**src/rtl/regfile_mp.sv**
```systemverilog
// regfile_mp: shared CSR store with one byte-strobed write port and NRD read ports.
// Reads return registered data one cycle after the request and pulse a valid bit.
// Read-only and unmapped addresses reject writes. Unmapped reads return zero and
// raise an error. A saturating counter tracks every error event.
`timescale 1ns/1ps
module regfile_mp #(
    parameter int              WIDTH   = 32,
    parameter int              DEPTH   = 16,
    parameter int              ADDR    = 4,
    parameter int              NRD     = 2,
    parameter logic [DEPTH-1:0] RO_MASK = '0,
    parameter int              BYPASS  = 1
) (
    input  logic                   clk,
    input  logic                   rst,
    input  logic                   i_wr_en,
    input  logic [ADDR-1:0]        i_wr_addr,
    input  logic [WIDTH-1:0]       i_wr_data,
    input  logic [WIDTH/8-1:0]     i_wr_strb,
    input  logic [NRD-1:0]         i_rd_en,
    input  logic [NRD*ADDR-1:0]    i_rd_addr,
    output logic [NRD*WIDTH-1:0]   o_rd_data,
    output logic [NRD-1:0]         o_rd_valid,
    output logic                   o_wr_err,
    output logic [NRD-1:0]         o_rd_err,
    output logic [7:0]             o_err_cnt
);

    localparam int NB   = WIDTH / 8;
    localparam int NREG = 1 << ADDR;

    // Storage covers the full address space. Slots at DEPTH and above can never
    // be written, so they stay at zero and are trimmed by synthesis.
    logic [WIDTH-1:0] r_mem [NREG];

    logic [NREG-1:0]  w_mapped;     // address exists
    logic [NREG-1:0]  w_locked;     // write to this address is rejected
    logic             w_wr_ok;
    logic             w_wr_rej;
    logic [WIDTH-1:0] w_wr_merged;  // target register after applying strobes
    logic [NRD-1:0]   w_rd_rej;
    logic [3:0]       w_evt;
    logic [8:0]       w_sum;
    logic             r_wr_err;
    logic [7:0]       r_err_cnt;

    // Per-address decode. These are constant and fold away.
    generate
        for (genvar gi = 0; gi < NREG; gi++) begin : g_map
            if (gi < DEPTH) begin : g_in
                assign w_mapped[gi] = 1'b1;
                assign w_locked[gi] = RO_MASK[gi];
            end else begin : g_out
                assign w_mapped[gi] = 1'b0;
                assign w_locked[gi] = 1'b1;
            end
        end
    endgenerate

    assign w_wr_ok  = i_wr_en & ~w_locked[i_wr_addr];
    assign w_wr_rej = i_wr_en &  w_locked[i_wr_addr];

    // Build the post-write value. Unstrobed bytes keep their stored contents.
    always_comb begin
        w_wr_merged = r_mem[i_wr_addr];
        for (int b = 0; b < NB; b++) begin
            if (i_wr_strb[b]) begin
                w_wr_merged[b*8 +: 8] = i_wr_data[b*8 +: 8];
            end
        end
    end

    // Register array update. Only legal writes reach storage.
    always_ff @(posedge clk or negedge rst) begin
        if (!rst) begin
            for (int i = 0; i < NREG; i++) begin
                r_mem[i] <= '0;
            end
        end else if (w_wr_ok) begin
            r_mem[i_wr_addr] <= w_wr_merged;
        end
    end

    generate
        for (genvar gi = 0; gi < NRD; gi++) begin : g_rd
            logic [ADDR-1:0]  w_addr;
            logic             w_hit;
            logic [WIDTH-1:0] w_val;
            logic [WIDTH-1:0] r_data;
            logic             r_valid;
            logic             r_err;

            assign w_addr       = i_rd_addr[gi*ADDR +: ADDR];
            assign w_hit        = (BYPASS != 0) && w_wr_ok && (w_addr == i_wr_addr);
            assign w_val        = !w_mapped[w_addr] ? '0 :
                                  (w_hit ? w_wr_merged : r_mem[w_addr]);
            assign w_rd_rej[gi] = i_rd_en[gi] & ~w_mapped[w_addr];

            // Read pipeline stage. Data holds while the port is idle.
            always_ff @(posedge clk or negedge rst) begin
                if (!rst) begin
                    r_data  <= '0;
                    r_valid <= 1'b0;
                    r_err   <= 1'b0;
                end else begin
                    r_valid <= i_rd_en[gi];
                    r_err   <= w_rd_rej[gi];
                    if (i_rd_en[gi]) begin
                        r_data <= w_val;
                    end
                end
            end

            assign o_rd_data[gi*WIDTH +: WIDTH] = r_data;
            assign o_rd_valid[gi]               = r_valid;
            assign o_rd_err[gi]                 = r_err;
        end
    endgenerate

    // Count this cycle's error events. The counter moves on the same edge as the error pulses.
    always_comb begin
        w_evt = {3'b000, w_wr_rej};
        for (int i = 0; i < NRD; i++) begin
            w_evt = w_evt + {3'b000, w_rd_rej[i]};
        end
        w_sum = {1'b0, r_err_cnt} + {5'b00000, w_evt};
    end

    // Write-reject pulse and the saturating error counter.
    always_ff @(posedge clk or negedge rst) begin
        if (!rst) begin
            r_wr_err  <= 1'b0;
            r_err_cnt <= '0;
        end else begin
            r_wr_err  <= w_wr_rej;
            r_err_cnt <= w_sum[8] ? 8'hFF : w_sum[7:0];
        end
    end

    assign o_wr_err  = r_wr_err;
    assign o_err_cnt = r_err_cnt;

endmodule

```
**config.mk**
```make
export PLATFORM = sky130hd
export DESIGN_NAME = regfile_mp
export DESIGN_NICKNAME = d
export VERILOG_FILES = /design/src/rtl/regfile_mp.sv
export SDC_FILE = /design/constraint.sdc
export NUM_CORES = 1
export LEC_CHECK = 0
export ABC_CLOCK_PERIOD_IN_PS = 3000
export BUFFER_PORTS_ARGS = -buffer_cell sky130_fd_sc_hd__buf_2
export CORE_MARGIN = 2
export CORE_UTILIZATION = 25
export DETAILED_ROUTE_END_ITERATION = 8
export GPL_TIMING_DRIVEN = 0
export SYNTH_ARGS = -nofsm -noshare
export SYNTH_HDL_FRONTEND = slang
export SYNTH_SLANG_ARGS = --single-unit
```
**constraint.sdc**
```tcl
create_clock -name clk -period 3 [get_ports clk]
set_input_delay 0.75 -clock clk [delete_from_list [all_inputs] [get_ports clk]]
set_output_delay 0.75 -clock clk [all_outputs]
set_load 0.005 [all_outputs]
```
==> flow_summary.ini <==
[status]
outcome = finished with violations
failed_checks = max-capacitance violations, max-slew violations, negative setup slack

[grt]
grt_overflow = 0
grtUsageTotal_pct = 28.9
grt_pass1_vias = 30100
grt_pass1_wl_um = 270000
antenna_found_initial = 12
grt_max_degree = 117

[sta]
maxSlewViolCount = 22
period_share_pct = 102
slew_headroom_pct = -4.93
max_freq_mhz = 327
hold_viol = 0
min_period_ns = 3.06
finalSetupViolations = 13
tightest_slew_ns = 1.57
fin_ws_ns = -0.0625
rsz0062_at_grt = true
skew_ns = 0.0416
timing.hold.ws_ns = 0.0955

[layout]
fin_cells = 5294
drive_gt1_share_pct = 23.5
syn_to_final_growth_pct = 18.1
final_nets = 3525

[setup_path]
startpoint = i_rd_addr[5]
critPathRequiredTime_ns = 3.52
reg2regPathDepth = 6
arrival_ns = 3.58
path_class = primary input to flip-flop
r2r_start = r_mem[273]
worst_setup_path_end_kind = flip-flop
worst_setup_path_start_kind = primary input
crit_path_max_fanout = 10

[synth]
synth_cell_types = 50
synth_flop_cell = dfrtp_1
yosysWarningCount = 0
synthesis.area_um2 = 33700
yosysTopAreaCell = dfrtp_1
avgSynthCellArea_um2 = 10.3
synth-seq-cells = 578
netlist_instances = 3269
synth_edf_count = 0
synth_area_leaders = dfrtp_1 (43%), mux4_2 (13%), o21ai_0 (6.2%)
synth_top_area_share_pct = 42.9
ys_seq_area_share_pct = 42.9
synthArstFlopShare_pct = 100

[placement]
hpwl_um = 156000
gp_congestion = 1.03
pre_cts_ws_ns = -2.15
portBuffers = 113
place_inst = 5166

[power]
p_sw_mw = 11.2
power_mw = 29.3
clockPowerShare_pct = 30.5
swShare_pct = 38.3
leakagePower_nw = 16.7
ir_worst_vdd_uv = 370
power_frac_seq_pct = 43.4
power_per_cell_area_nw_per_um2 = 736
p_comb_share_pct = 26.1
p_int_mw = 18.1

[detailed_routing]
dr_wl_met2_um = 82300
vias_per_cell = 6.00
first_pass_iters = 7
vias = 31700
routed_wl_um = 202000
wl_met1_um = 83900
met3_length_um = 24700
drt-wirelength-per-cell_um = 38.1
drt-initial-drc-count = 4701
ant_nets = 0
drc = 0
highest_layer = met5

[floorplanning]
start_util_pct = 25.3
die_h_um = 371
row_count = 134
ioPinCount = 130
core_area_um2 = 134000
fp.dieW_um = 371
die-area_um2 = 138000

[flow_run]
maxCapViolCount = 2

[clocking]
clkSinkCount = 578
htree_levels = 3
clk_pin_slew_ns = 0.06
cts.path.max_buffers = 3
cts-root-buf = clkbuf_16
cts_tree = yes
worstSkewPairLatency_ns = 0.70
cts_buffers = 67

[min_path]
hold_class = primary input to asynchronous set/reset pin
[placed cells by master, fill, tap and decap left out, types with 11 or more instances in the layout]
master	netlist	final
o221ai_1	51	51
o21ai_2	26	25
or4_1	29	25
a21oi_1	30	30
o22ai_1	108	105
nor3b_1	18	17
nand2_1	547	541
o21ai_1	143	141
buf_6	17	35
o22a_1	16	16
nor2b_1	46	46
conb_1	1	11
o21ai_0	421	419
o211ai_1	17	17
dfrtp_1	578	578
clkbuf_4	0	20
a22oi_1	30	30
mux4_2	196	196
buf_4	34	35
clkbuf_1	226	154
a221oi_1	92	92
clkbuf_2	0	58
mux2i_1	206	190
mux2_2	131	131
and2_1	11	11
inv_1	30	30
buf_2	25	131
a22o_1	32	32
clkbuf_16	0	69
nor2_1	99	96
[path summary, 6_finish.rpt]
| path | slack [ns] | endpoint |
|---|---|---|
| max in group asynchronous | 0.92 | r_mem[388] |
| min | 0.1 | r_mem[218] |
| max reg2reg | 0.12 | r_mem[273] |
| max | -0.06 | g_rd[1].r_data[7] |
| min reg2reg | 0.53 | r_mem[21] |
| min in group clk | 0.26 | g_rd[1].r_valid |
[worst max-delay path, cell delays in order]
cell             delay (ns)
buf_2                  0.19
buf_2                  0.25
clkdlybuf4s15_2        0.72
mux2_2                 0.41
a22oi_1                0.14
a21oi_1                0.13
o311ai_0               0.71
o221ai_1               0.26
[power by group through the flow]
stage               registers [mW]  logic [mW]  clock network, mW
floorplan                     10.9        4.76                  0
global placement              12.4        7.08                  0
detailed placement            12.4        7.21                  0
CTS                           12.4        7.34               8.99
global route                  12.7        8.16               9.24
finish                        12.7        7.65               8.96
[cells in the mapped netlist, drive strengths merged (11+ instances only)]
cell type	instances
and2	11
o22ai	108
o221ai	53
nand2	547
o21ai	593
or4	32
mux2	131
o211ai	17
o311ai	14
o22a	16
dfrtp	578
a22oi	30
clkbuf	226
mux2i	206
nor3b	18
nor2b	46
buf	110
inv	31
a221oi	92
mux4	196
a21oi	30
nor2	99
a22o	32
[area by class of cell]
class	count	area (um2)
Clock buffer	83	1850
Tap cell	1768	2210
Buffer	333	1970
Clock inverter	35	455
Antenna cell	5	12.5
Timing Repair Buffer	126	793
Multi-Input combinational cell	2335	18000
Fill cell	14000	93800
Inverter	31	116
Sequential cell	578	14500
[kinds of logic (layout without fill, tap and decap cells)]
family	Yosys count	count (layout)	synth area share, %
compound gates	999	1000	18.4
xor+xnor	8	8	0.208
buf+inv	367	608	4.93
flops	578	578	42.9
mux	533	533	23.6
other cells	1	16	0.0111
simple gates	783	783	9.99
[routing by layer]
metal  vias up  global-route usage, %
li1      12600                      -
met1     16300                   39.6
met2      2297                   40.5
met3       487                   9.30
met4         6                   14.2
met5         -                 0.0350
[stage by stage]
stage | instance area (um2) | setup TNS, ns | utilization [%]
finish | 39800 | -0.290 | 29.8
floorplan | 33800 | -0.735 | -
global route | 39800 | -0.00766 | 29.8
detailed placement | 36700 | -827.99 | 27.5
global placement | 36600 | -7588.32 | 27.4
CTS | 39600 | 0 | 29.6
[sequential cells by signal (all words and copies together) (netlist names)]
name	cells
g_rd.r_data	64
g_rd.r_valid	2
r_mem	512
[timing repair]
action,4_1_cts,5_1_grt
endpoints found under the hold margin,0,0
pin swaps,3,3
cloned,0,2
hold buffers,0,0
gates resized for setup,200,90
setup buffers,5,1
endpoints found under the setup margin,576,269
Note: power is estimated with default switching activity, not from simulation.
